### src/rtl/mux_arb_pkg.sv
// Shared types and constants for the two-requester mux arbiter.
package mux_arb_pkg;

    typedef enum logic [1:0] {
        IDLE  = 2'd0,
        OWN_A = 2'd1,
        OWN_B = 2'd2
    } state_t;

    localparam logic OWNER_A      = 1'b0;
    localparam logic OWNER_B      = 1'b1;
    localparam int   MAX_HOLD_DEF = 8;

endpackage

### src/rtl/mux_arb_hold_cnt.sv
// Saturating hold counter: counts owned cycles under contention and flags the hand-over limit.
module mux_arb_hold_cnt #(
    parameter int CNT_W    = 4,
    parameter int MAX_HOLD = 8
) (
    input  logic clock,
    input  logic rst_n,
    input  logic i_clr,
    input  logic i_en,
    output logic o_limit
);

    localparam logic [CNT_W-1:0] LIMIT = CNT_W'(MAX_HOLD - 1);

    logic [CNT_W-1:0] r_cnt;

    always_ff @(posedge clock or negedge rst_n) begin
        if (!rst_n) begin
            r_cnt <= '0;
        end else if (i_clr) begin
            r_cnt <= '0;
        end else if (i_en && !o_limit) begin
            r_cnt <= r_cnt + CNT_W'(1);
        end
    end

    assign o_limit = (r_cnt == LIMIT);

endmodule

### src/rtl/mux_arbiter.sv
// Two-requester round-robin arbiter with bounded hold, driving a registered 2:1 data mux.
// Define MUX_ARB_FIXED_PRIO_EN for fixed priority to A (only B is hold-limited).
module mux_arbiter
    import mux_arb_pkg::*;
#(
    parameter int DATA_W   = 8,
    parameter int MAX_HOLD = MAX_HOLD_DEF,
    parameter int CNT_W    = 4
) (
    input  logic              clock,
    input  logic              rst_n,
    input  logic              req_a,
    input  logic              req_b,
    input  logic [DATA_W-1:0] data_a,
    input  logic [DATA_W-1:0] data_b,
    output logic              gnt_a,
    output logic              gnt_b,
    output logic              sel,
    output logic [DATA_W-1:0] out,
    output logic              out_valid
);

    state_t            r_state;
    state_t            w_next;
    logic              r_sel;
    logic [DATA_W-1:0] r_out;
    logic              r_out_valid;
    logic              w_limit;
    logic              w_cnt_en;
    logic              w_tie_to_a;
    logic              w_preempt_a;

`ifdef MUX_ARB_FIXED_PRIO_EN
    assign w_tie_to_a  = 1'b1;
    assign w_preempt_a = 1'b0;
`else
    logic r_last_owner;

    assign w_tie_to_a  = (r_last_owner == OWNER_B);
    assign w_preempt_a = w_limit;

    always_ff @(posedge clock or negedge rst_n) begin
        if (!rst_n) begin
            r_last_owner <= OWNER_B;
        end else if (w_next == OWN_A) begin
            r_last_owner <= OWNER_A;
        end else if (w_next == OWN_B) begin
            r_last_owner <= OWNER_B;
        end
    end
`endif

    always_ff @(posedge clock or negedge rst_n) begin
        if (!rst_n) begin
            r_state <= IDLE;
        end else begin
            r_state <= w_next;
        end
    end

    always_comb begin
        w_next = r_state;
        case (r_state)
            IDLE: begin
                if (req_a && req_b) begin
                    w_next = w_tie_to_a ? OWN_A : OWN_B;
                end else if (req_a) begin
                    w_next = OWN_A;
                end else if (req_b) begin
                    w_next = OWN_B;
                end
            end
            OWN_A: begin
                if (!req_a) begin
                    w_next = req_b ? OWN_B : IDLE;
                end else if (req_b && w_preempt_a) begin
                    w_next = OWN_B;
                end
            end
            OWN_B: begin
                if (!req_b) begin
                    w_next = req_a ? OWN_A : IDLE;
                end else if (req_a && w_limit) begin
                    w_next = OWN_A;
                end
            end
            default: w_next = IDLE;
        endcase
    end

    // The counter only advances while the non-owner is waiting.
    assign w_cnt_en = ((r_state == OWN_A) && req_b) || ((r_state == OWN_B) && req_a);

    mux_arb_hold_cnt #(
        .CNT_W    (CNT_W),
        .MAX_HOLD (MAX_HOLD)
    ) u_hold_cnt (
        .clock   (clock),
        .rst_n   (rst_n),
        .i_clr   (w_next != r_state),
        .i_en    (w_cnt_en),
        .o_limit (w_limit)
    );

    // Select follows the incoming owner so it is already correct in the first owned cycle.
    always_ff @(posedge clock or negedge rst_n) begin
        if (!rst_n) begin
            r_sel       <= OWNER_A;
            r_out       <= '0;
            r_out_valid <= 1'b0;
        end else begin
            if (w_next == OWN_A) begin
                r_sel <= OWNER_A;
            end else if (w_next == OWN_B) begin
                r_sel <= OWNER_B;
            end
            if (gnt_a || gnt_b) begin
                r_out       <= r_sel ? data_b : data_a;
                r_out_valid <= 1'b1;
            end else begin
                r_out_valid <= 1'b0;
            end
        end
    end

    assign gnt_a     = (r_state == OWN_A);
    assign gnt_b     = (r_state == OWN_B);
    assign sel       = r_sel;
    assign out       = r_out;
    assign out_valid = r_out_valid;

endmodule

### config.mk
export PLATFORM = sky130hd
export DESIGN_NAME = mux_arbiter
export DESIGN_NICKNAME = d
export VERILOG_FILES = /design/src/rtl/mux_arb_pkg.sv /design/src/rtl/mux_arb_hold_cnt.sv /design/src/rtl/mux_arbiter.sv
export SDC_FILE = /design/constraint.sdc
export NUM_CORES = 1
export LEC_CHECK = 0
export ABC_CLOCK_PERIOD_IN_PS = 2800
export BUFFER_PORTS_ARGS = -buffer_cell sky130_fd_sc_hd__buf_2
export CORE_MARGIN = 4
export CORE_UTILIZATION = 49
export CTS_CLUSTER_DIAMETER = 30
export DETAILED_ROUTE_END_ITERATION = 10
export HOLD_SLACK_MARGIN = 0.08
export PLACE_DENSITY = 0.78
export SYNTH_ARGS = -nofsm -noshare
export SYNTH_HDL_FRONTEND = slang
export SYNTH_HIERARCHICAL = 1
export SYNTH_SLANG_ARGS = --single-unit
### constraint.sdc
create_clock -name clock -period 2.8 [get_ports clock]
set_input_delay 0.42 -clock clock [delete_from_list [all_inputs] [get_ports clock]]
set_output_delay 0.42 -clock clock [all_outputs]
set_load 0.01 [all_outputs]
==> flow_metrics.tcl, run 1 <==
set metrics [dict create \
    status "finished clean" \
    ff2ff_path_depth 10 \
    antenna_found_initial 0 \
    area_delta_synth_final_pct 21.7 \
    vias_per_cell 5.23 \
    clkSinkCount 17 \
    htree_levels 1 \
    whs_ns 0.438 \
    p_leak_nw 0.619 \
    io_buffers 31 \
    grt_pass1_wl_um 3420 \
    r2r-end "sel$_DFFE_PN0P_" \
    coreArea_um2 1800 \
    die_h_um 52.6 \
    finalPower_mw 1.22 \
    cts_tree "built" \
    fin_nets 161 \
    grt.overflow.total 0 \
    grt_pass1_vias 833 \
    die_w_um 52.6 \
    synthesis.area_um2 975 \
    hp-start "data_a[3]" \
    dpl_worst_slack_ns 0.535 \
    drive_above_1_share_pct 30.6 \
    io_pins 32 \
    start_kind "flip-flop" \
    setup_violations 0 \
    synthTopCellsByArea "dfrtp_1 41%, mux2i_1 10%, a21oi_1 7.7%" \
    ys_ff_latch 17 \
    seqPwrFrac_pct 36.3 \
    reg2reg_slack_ns 0.53 \
    grt_max_degree 18 \
    numCtsBuffers 3 \
    ys_seq_area_share_pct 43.8 \
    clkPwrFrac_pct 10.2 \
    drv_slew 0 \
    finalSetupTns_ns 0 \
    worst_clock_skew_ns 0.00605 \
    critPathRequiredTime_ns 2.97 \
    synthDistinctLibCells 30 \
    place_area_um2 1150 \
    diodes 0 \
    worstPathArrival_ns 2.44 \
    worstSetupPathType "flip-flop to flip-flop" \
    switching_share_pct 43.0 \
    maxCapViolCount 0 \
    drt_pass1_iterations 4 \
    finalHoldViolCount 0 \
    pwr-share-comb_pct 53.5 \
    synth_top_area_share_pct 41.1 \
    slowest_delay_ns 0.39 \
    wl_um 2000 \
    num_vias 831 \
    cts_buffer_depth 2 \
    yosysWarningCount 6 \
    clk_pin_slew_ns 0.10 \
    peakVddDrop_v 0.000595 \
    hold-path-endpoint "out[3]$_DFFE_PN0P_" \
    cts_resized 0 \
    p_sw_uw 524 \
    final_common_cell "buf_2" \
    num-fill-cells 161 \
    hold_depth 3 \
    die-area_um2 2770 \
    drtIter0Drc 11 \
    worstPathCellList "ha_1 -> and3b_1 -> nand2b_1 -> a22oi_1 -> o21ai_1 -> a21oi_1 -> or2_2 -> ha_1 -> nor2b_1 -> a21oi_1" \
    max_clock_freq_mhz 440 \
    worstMarginPinSlew_ns 0.503 \
    hpwl_um 1600 \
    avgRoutedWirePerCell_um 12.6 \
    gp_congestion 0.775 \
    syn_avg_cell_area_um2 9.65 \
    drc 0 \
    min_period_over_period_pct 81.2 \
    design_area_um2 1190 \
    yosys.area.top_type "dfrtp_1" \
    row_count 15 \
    post-route-worst-setup-slack_ns 0.526 \
    r2r-start "u_hold_cnt/r_cnt[0]$_DFFE_PN0P_" \
    rsz0062_at_grt "no" \
    initial_core_util_pct 54.1 \
    clkLatencyLatePin_ns 0.28 \
    syn-num-nets 127 \
    maxSlewHeadroom_pct 66.5 \
    synth_cells 101 \
    cpMaxStageDelayCell "dfrtp_1" \
    endpoint_kind "flip-flop" \
    powerDensity_nw_per_um2 1030 \
    finalCriticalPeriod_ns 2.27 \
    layout_common_cells "31 x buf_2, 16 x dfrtp_1, 15 x a21oi_1" \
    grt_use_total_pct 16.5 \
    postRouteAntennaNets 0 \
    internal_power_uw 693 \
    clockRootBuffer "clkbuf_4" \
    crit_path_max_fanout 6 \
    min_path_type "input port to flip-flop" \
]
## routing by layer
metal  vias up  wire length, um  track usage, %
met5         -                0               0
met4         0               14            5.11
met3         2              124            2.85
met2        27              954            28.3
met1       380              907            20.8
li1        422                -               -
## stage by stage
| step | util (%) | cells |
|---|---|---|
| 3_5_place_dp | 63.7 | 154 |
| 5_1_grt | 65.8 | 159 |
| 6_report | 65.8 | 159 |
| 2_1_floorplan | - | 101 |
| 4_1_cts | 65.8 | 159 |
| 3_3_place_gp | 63.7 | 154 |
## registers in the layout (all words and copies together), names as in the netlist
name              count
out                   8
out_valid             1
r_last_owner          1
u_hold_cnt/r_cnt      4
r_state               2
sel                   1
## logic make-up after synthesis
| group | after synthesis | synth area share (%) |
|---|---|---|
| and+or+nand+nor | 34 | 17.8 |
| AOI/OAI and AO/OA | 26 | 16.4 |
| adders and majority gates | 6 | 7.70 |
| DFF | 17 | 43.8 |
| buffers and inverters | 7 | 2.82 |
| muxes | 11 | 11.4 |
## area by class of cell
cell class | count | area, um2 | area share [%]
repair buffers | 32 | 165 | 13.9
inverters | 4 | 15.0 | 1.27
flip-flops and latches | 17 | 427 | 36.0
well taps | 25 | 31.3 | 2.64
clock buffers | 3 | 22.5 | 1.90
clock inverters | 1 | 5.00 | 0.422
multi-input cells | 77 | 520 | 43.9
## power by group through the flow
stage	Combinational (mW)	Clock [mW]	Sequential (mW)
floorplan	0.456	0	0.450
global placement	0.627	0	0.440
detailed placement	0.656	0	0.446
CTS	0.658	0.130	0.442
global route	0.728	0.147	0.457
finish	0.651	0.124	0.441
## synthesized netlist by cell type
| cell type | count |
|---|---|
| buf_2 | 1 |
| o211ai_2 | 1 |
| or3_1 | 1 |
| a32oi_1 | 1 |
| nand2b_1 | 4 |
| and2_2 | 1 |
| a22oi_1 | 2 |
| o211ai_1 | 1 |
| o21ai_1 | 1 |
| and3b_1 | 2 |
| nand4_1 | 1 |
| nand2_1 | 5 |
| nor3_1 | 1 |
| or2_2 | 1 |
| dfrtp_1 | 16 |
| nor2b_1 | 3 |
| a31oi_1 | 1 |
| mux2_2 | 1 |
| nor2_1 | 13 |
| ha_1 | 6 |
| o21ba_1 | 1 |
| clkbuf_1 | 2 |
| o21ai_0 | 2 |
| a22o_2 | 1 |
| nand3_1 | 1 |
| inv_1 | 4 |
| dfstp_2 | 1 |
| mux2i_1 | 10 |
| and4_1 | 1 |
| a21oi_1 | 15 |
## worst max path at each step
| stage | startpoint | endpoint | slack (ns) |
|---|---|---|---|
| after global routing | u_hold_cnt/r_cnt[1]$_DFFE_PN0P_ | sel$_DFFE_PN0P_ | 0.33 |
| final | u_hold_cnt/r_cnt[0]$_DFFE_PN0P_ | sel$_DFFE_PN0P_ | 0.53 |
| after CTS | u_hold_cnt/r_cnt[0]$_DFFE_PN0P_ | sel$_DFFE_PN0P_ | 0.51 |
| after detailed placement | u_hold_cnt/r_cnt[0]$_DFFE_PN0P_ | sel$_DFFE_PN0P_ | 0.54 |
| after global placement | u_hold_cnt/r_cnt[0]$_DFFE_PN0P_ | sel$_DFFE_PN0P_ | 0.65 |
| after floorplan | r_state[0]$_DFF_PN0_ | sel$_DFFE_PN0P_ | 0.72 |
## what timing repair did
| item | in CTS | in global routing |
|---|---|---|
| hold endpoints to repair | 16 | 0 |
| hold buffers | 1 | 0 |
| buffers inserted | 0 | 0 |
## critical path: cells and delay by family (launching register included)
kind            cells  cell delay (ns)
compound gates      4             0.45
fa+ha+maj           2             0.48
flops               1             0.39
simple gates        4             0.85
No activity file was read; power rests on OpenSTA's default activity.
==> run 2: changes to the inputs <==
--- a/config.mk
+++ b/config.mk
@@ -5,7 +5,8 @@
 export SDC_FILE = /design/constraint.sdc
 export NUM_CORES = 1
 export LEC_CHECK = 0
-export ABC_CLOCK_PERIOD_IN_PS = 2800
+export ABC_AREA = 1
+export ABC_CLOCK_PERIOD_IN_PS = 2350
 export BUFFER_PORTS_ARGS = -buffer_cell sky130_fd_sc_hd__buf_2
 export CORE_MARGIN = 4
 export CORE_UTILIZATION = 49
==> constraint.sdc (replaced) <==
create_clock -name clock -period 2.35 [get_ports clock]
set_input_delay 0.3525 -clock clock [delete_from_list [all_inputs] [get_ports clock]]
set_output_delay 0.3525 -clock clock [all_outputs]
set_load 0.01 [all_outputs]
==> run 2 against run 1 <==
Net effect: clock power rose by 27%; critical path depth grew 2; design area decreased by 0.74%; largest cell class unchanged; core utilization down 0.49 points; synthesized cell count grew 25%; die area fell by 0.76%; critical endpoint is now r_last_owner$_DFFE_PN1P_; fmax rose by 14%; critical path type unchanged.
==> flow_metrics.tcl, run 2 <==
set metrics [dict create \
    wl_met1_um 983 \
    seqPwrFrac_pct 35.4 \
    clkPwrFrac_pct 10.4 \
    switching_share_pct 46.8 \
    diodes 0 \
    design_area_um2 1180 \
    initial_core_util_pct 53.6 \
    ff_latch_area_um2 427 \
    die-area_um2 2750 \
    multi_input_area_um2 473 \
    dpl_worst_slack_ns 0.415 \
    drtIter0Drc 6 \
    place_area_um2 1140 \
    clockRootBuffer "clkbuf_4" \
    finalSetupTns_ns 0 \
    largest_register_ff_count 8 \
    clk_pin_slew_ns 0.11 \
    finalHoldViolCount 0 \
    worst_clock_skew_ns 0.0111 \
    drive_above_1_share_pct 28.3 \
    clkSinkCount 17 \
    start_kind "flip-flop" \
    ys_seq_area_share_pct 44.2 \
    grt.overflow.total 0 \
    powerDensity_nw_per_um2 1280 \
    io_pins 32 \
    row_count 15 \
    clkLatencyLatePin_ns 0.29 \
    syn-num-nets 152 \
    num-fill-cells 165 \
    synth_ff_type "dfrtp_1" \
    grt_max_degree 18 \
    critPathLaunch "u_hold_cnt/r_cnt[0]$_DFFE_PN0P_" \
    vias_per_cell 5.03 \
    grt_pass1_vias 845 \
    min_path_type "input port to flip-flop" \
    worstMarginPinSlew_ns 0.521 \
    postRouteAntennaNets 0 \
    post-route-worst-setup-slack_ns 0.359 \
    die_h_um 52.4 \
    maxUsedRoutingLayer "met4" \
    gp_congestion 0.836 \
    synthTopCellsByArea "dfrtp_1 41%, nand2_1 16%, ha_1 7.8%" \
    hpwl_um 1730 \
    synth_cells 126 \
    worstSetupPathType "flip-flop to flip-flop" \
    antenna_found_initial 0 \
    finalCriticalPeriod_ns 1.99 \
    coreArea_um2 1800 \
    r2r-start "u_hold_cnt/r_cnt[0]$_DFFE_PN0P_" \
    cts_buffer_depth 2 \
    fin_nets 186 \
    pwr-share-comb_pct 54.2 \
    yosys.cell_count.top_type "nand2_1" \
    crit_end "r_last_owner$_DFFE_PN1P_" \
    layout_common_cells "40 x nand2_1, 31 x buf_2, 16 x dfrtp_1" \
    setup_violations 0 \
    critPathRequiredTime_ns 2.58 \
    ff2ff_path_depth 12 \
    final_common_cell "nand2_1" \
    reg2reg_slack_ns 0.36 \
    wl_um 2180 \
    grt_use_total_pct 17.5 \
    numCtsBuffers 3 \
    synth_top_area_share_pct 41.5 \
    yosys.area.top_type "dfrtp_1" \
    whs_ns 0.294 \
    synthTopCellsByCount "40 x nand2_1, 16 x dfrtp_1, 13 x nand3_1, 11 x inv_1, 11 x nor2_1" \
    htree_levels 1 \
    drv_slew 0 \
    cts_tree "built" \
    r2r-end "r_last_owner$_DFFE_PN1P_" \
    avgRoutedWirePerCell_um 11.8 \
    crit_path_max_fanout 5 \
    synthDistinctLibCells 20 \
    min_period_over_period_pct 84.7 \
    ys_ff_latch 17 \
    async_flop_share_pct 100 \
    synthesis.area_um2 966 \
    maxCapViolCount 0 \
    yosysWarningCount 6 \
    instances_no_fill 184 \
    drc 0 \
    syn_avg_cell_area_um2 7.67 \
    endpoint_kind "flip-flop" \
    cts_resized 0 \
    drt_pass1_iterations 4 \
    wl_met3_um 80 \
    p_leak_nw 0.652 \
    peakVddDrop_v 0.000816 \
    io_buffers 31 \
    routed-wl-met2_um 1100 \
    synth_edf_count 0 \
    p_sw_uw 706 \
    worstPathArrival_ns 2.22 \
    status "finished clean" \
    num_vias 925 \
    max_clock_freq_mhz 502 \
    placedCellCount 179 \
    maxSlewHeadroom_pct 65.3 \
    internal_power_uw 803 \
    area_delta_synth_final_pct 21.9 \
    grt_pass1_wl_um 3610 \
    die_w_um 52.4 \
    rsz0062_at_grt "no" \
]
## run 2: cell count changes after synthesis, sizes merged, moves of 4 or more
cell / previous run / this run
mux2i: 10 / 0
nand3: 1 / 14
a21oi: 15 / 0
inv: 4 / 13
nand2: 5 / 41
a31oi: 1 / 8
nand2b: 4 / 0
nand4: 1 / 5
## run 2: worst max-delay path, stage by stage (launching register included)
cell,delay (ns)
dfrtp_1,0.44
ha_1,0.23
nand2_1,0.09
nor2_2,0.06
nand2_1,0.09
nand3_1,0.07
nand2_1,0.06
nand3_1,0.08
nand2_1,0.08
inv_1,0.06
ha_1,0.31
or2_2,0.29
nand2_1,0.07
## run 2: repair_timing
action                    in CTS  in global routing
hold buffers                   1                  0
buffers inserted               0                  0
hold endpoints to repair      16                  0
## run 2: logic make-up (layout without fill, tap and decap cells)
family / after synthesis / in the layout / share of synthesized area [%]
AND/OR/NAND/NOR: 76 / 76 / 34.8
buffers and inverters: 17 / 50 / 6.86
adder cells (fa/ha/maj): 6 / 6 / 7.77
flip-flops: 17 / 17 / 44.2
AO/OA/AOI/OAI: 10 / 10 / 6.35
## run 2: how the worst min path moves through the flow
stage / from / end / slack, ns / cells past startpoint
2_1_floorplan: rst_n / out[0]$_DFFE_PN0P_ / 0.06 / 0
3_3_place_gp: rst_n / u_hold_cnt/r_cnt[2]$_DFFE_PN0P_ / 0.29 / 1
3_5_place_dp: rst_n / u_hold_cnt/r_cnt[2]$_DFFE_PN0P_ / 0.29 / 1
4_1_cts: data_a[0] / out[0]$_DFFE_PN0P_ / 0.29 / 3
5_1_grt: data_a[0] / out[0]$_DFFE_PN0P_ / 0.30 / 3
6_report: data_a[0] / out[0]$_DFFE_PN0P_ / 0.29 / 3
## run 2: layout make-up
class	instances	area share, %
Clock inverter	1	0.425
Inverter	14	4.57
Sequential cell	17	36.2
Clock buffer	3	1.91
Multi-Input combinational cell	92	40.2
Timing Repair Buffer	32	14.0
Tap cell	25	2.66
## run 2: routing by layer
| layer | vias to the layer above | global-route usage [%] |
|---|---|---|
| li1 | 476 | - |
| met1 | 432 | 21.8 |
| met2 | 15 | 30.2 |
| met3 | 2 | 3.70 |
| met4 | 0 | 5.11 |
| met5 | - | 0 |
## run 2: power groups by stage
stage               registers [mW]  clock network [mW]  logic, mW
CTS                          0.535               0.164      0.825
finish                       0.535               0.157      0.818
global route                 0.552               0.175      0.937
global placement             0.535                   0      0.785
detailed placement           0.540                   0      0.821
floorplan                    0.550                   0      0.562
## run 2: through the flow
| step | total power, mW | utilization [%] |
|---|---|---|
| 6_report | 1.51 | 65.3 |
| 3_3_place_gp | 1.32 | 63.3 |
| 4_1_cts | 1.52 | 65.3 |
| 2_1_floorplan | 1.11 | - |
| 5_1_grt | 1.66 | 65.3 |
| 3_5_place_dp | 1.36 | 63.3 |
==> run 3: changes to the inputs <==
--- a/config.mk
+++ b/config.mk
@@ -6,14 +6,14 @@
 export NUM_CORES = 1
 export LEC_CHECK = 0
 export ABC_AREA = 1
-export ABC_CLOCK_PERIOD_IN_PS = 2350
+export ABC_CLOCK_PERIOD_IN_PS = 1650
 export BUFFER_PORTS_ARGS = -buffer_cell sky130_fd_sc_hd__buf_2
 export CORE_MARGIN = 4
-export CORE_UTILIZATION = 49
+export CORE_UTILIZATION = 44
 export CTS_CLUSTER_DIAMETER = 30
 export DETAILED_ROUTE_END_ITERATION = 10
 export HOLD_SLACK_MARGIN = 0.08
-export PLACE_DENSITY = 0.78
+export PLACE_DENSITY = 0.74
 export SYNTH_ARGS = -nofsm -noshare
 export SYNTH_HDL_FRONTEND = slang
 export SYNTH_HIERARCHICAL = 1
==> constraint.sdc (replaced) <==
create_clock -name clock -period 1.65 [get_ports clock]
set_input_delay 0.2475 -clock clock [delete_from_list [all_inputs] [get_ports clock]]
set_output_delay 0.2475 -clock clock [all_outputs]
set_load 0.01 [all_outputs]
==> run 3 against run 2 <==
Net effect: the run now ends with setup timing left; register-to-register slack lost 0.48 ns; core utilization is 3.8 points higher; die area up 9.6%; clock skew decreased by 0.0024 ns; worst setup slack got worse by 0.48 ns; hold slack got worse by 0.097 ns; sequential share of layout area shrank 5.6 points; non-clock buffer count up 16; largest cell class unchanged.
==> flow_metrics.tcl, run 3 (synthesis gave the netlist of run 2 again) <==
set metrics [dict create \
    die_w_um 54.9 \
    die-area_um2 3010 \
    coreArea_um2 2020 \
    largest_register_ff_count 8 \
    htree_levels 1 \
    multi_input_area_um2 568 \
    grt_pass1_wl_um 4060 \
    min_period_over_period_pct 107 \
    final_common_cell "nand2_1" \
    diodes 0 \
    maxSlewHeadroom_pct 75.5 \
    grt.overflow.total 0 \
    start_kind "flip-flop" \
    drv_slew 0 \
    io_pins 32 \
    drc 0 \
    grt_use_total_pct 18.9 \
    finalPower_mw 2.55 \
    avgRoutedWirePerCell_um 12.2 \
    worst_clock_skew_ns 0.00874 \
    maxCapViolCount 0 \
    endpoint_kind "flip-flop" \
    rsz0062_at_grt "yes" \
    peakVddDrop_v 0.00121 \
    worstSetupPathType "flip-flop to flip-flop" \
    initial_core_util_pct 47.8 \
    post-route-worst-setup-slack_ns -0.120 \
    clkSinkCount 17 \
    hpwl_um 1830 \
    finalCriticalPeriod_ns 1.77 \
    antenna_found_initial 0 \
    cts_buffer_depth 2 \
    numCtsBuffers 3 \
    finalHoldViolCount 0 \
    max_clock_freq_mhz 565 \
    clkLatencyLatePin_ns 0.29 \
    gp_congestion 0.851 \
    violations "setup timing" \
    p_leak_nw 0.739 \
    crit_path_max_fanout 3 \
    num-fill-cells 175 \
    drtIter0Drc 12 \
    setup_violations 5 \
    clockRootBuffer "clkbuf_4" \
    die_h_um 54.9 \
    layout_common_cells "33 x nand2_1, 31 x buf_2, 16 x buf_4" \
    wl_um 2470 \
    cts_tree "built" \
    fin_nets 202 \
    drt_pass1_iterations 4 \
    ff_latch_area_um2 428 \
    powerDensity_nw_per_um2 1830 \
    critPathRequiredTime_ns 1.88 \
    clk_pin_slew_ns 0.11 \
    worstMarginPinSlew_ns 0.368 \
    drive_above_1_share_pct 46.3 \
    grt_max_degree 18 \
    worstPathArrival_ns 2.00 \
    vias_per_cell 5.06 \
    num_vias 1022 \
    io_buffers 31 \
    status "finished with violations" \
    min_path_type "input port to flip-flop" \
    place_area_um2 1280 \
    area_delta_synth_final_pct 44.7 \
    row_count 16 \
    postRouteAntennaNets 0 \
    design_area_um2 1400 \
    grt_pass1_vias 986 \
]
==> run 3: where the power goes <==
part	internal [mW]	total [mW]	leakage (nW)	switching [mW]
logic	0.689	1.58	0.518	0.895
clock network	0.0901	0.223	0.0177	0.133
registers	0.615	0.746	0.203	0.131
total	1.39	2.55	0.739	1.16
==> run 3: metal layers <==
metal	track usage, %	vias to the layer above	routed length [um]
li1	-	510	-
met1	23.0	481	1080
met2	32.5	25	1230
met3	2.45	6	98
met4	9.13	0	48
met5	0	-	0
==> run 3: layout make-up <==
class | instances | share of cell area (%)
clock buffer | 3 | 1.61
inverter | 14 | 3.94
tap | 27 | 2.42
clock inverter | 1 | 0.358
timing repair buffer | 48 | 20.4
multi-input combinational | 92 | 40.6
sequential | 17 | 30.6
==> run 3: worst paths after layout <==
kind	start	to	slack (ns)	cells after the start
min reg2reg	r_last_owner$_DFFE_PN1P_	r_last_owner$_DFFE_PN1P_	0.49	2
max	u_hold_cnt/r_cnt[1]$_DFFE_PN0P_	sel$_DFFE_PN0P_	-0.12	11
max reg2reg	u_hold_cnt/r_cnt[1]$_DFFE_PN0P_	sel$_DFFE_PN0P_	-0.12	11
min in group asynchronous	rst_n	out[6]$_DFFE_PN0P_	0.39	2
min	data_a[4]	out[4]$_DFFE_PN0P_	0.20	3
max in group asynchronous	rst_n	r_last_owner$_DFFE_PN1P_	0.95	2
==> run 3: critical path, stage by stage (launching register included) <==
cell	delay [ns]
dfrtp_1	0.37
ha_2	0.19
nand2_2	0.07
nor2_4	0.14
nand2_2	0.08
nand4_1	0.12
nand3_2	0.10
nand2_2	0.08
inv_2	0.05
ha_4	0.22
or2_4	0.23
nand2_1	0.05
==> run 3: metrics by stage <==
step                      setup WS, ns  setup TNS, ns  hold slack, ns  std cells  utilization, %
after detailed placement       -0.0739         -0.384           0.186        192            63.1
after CTS                      -0.0627         -0.208           0.195        201            67.6
after floorplan               -0.00749        -0.0127         -0.0481        126               -
final                           -0.120         -0.262           0.197        202            69.1
after global placement         -0.0293        -0.0999           0.185        192            63.1
after global routing            -0.224          -1.15           0.198        202            69.1
==> run 3: timing repair <==
| action | CTS | global route |
|---|---|---|
| hold endpoints to repair | 16 | 0 |
| buffers inserted | 4 | 1 |
| resized for setup | 6 | 7 |
| hold buffers | 1 | 0 |
| pin swaps | 9 | 8 |
| setup endpoints to repair | 6 | 6 |
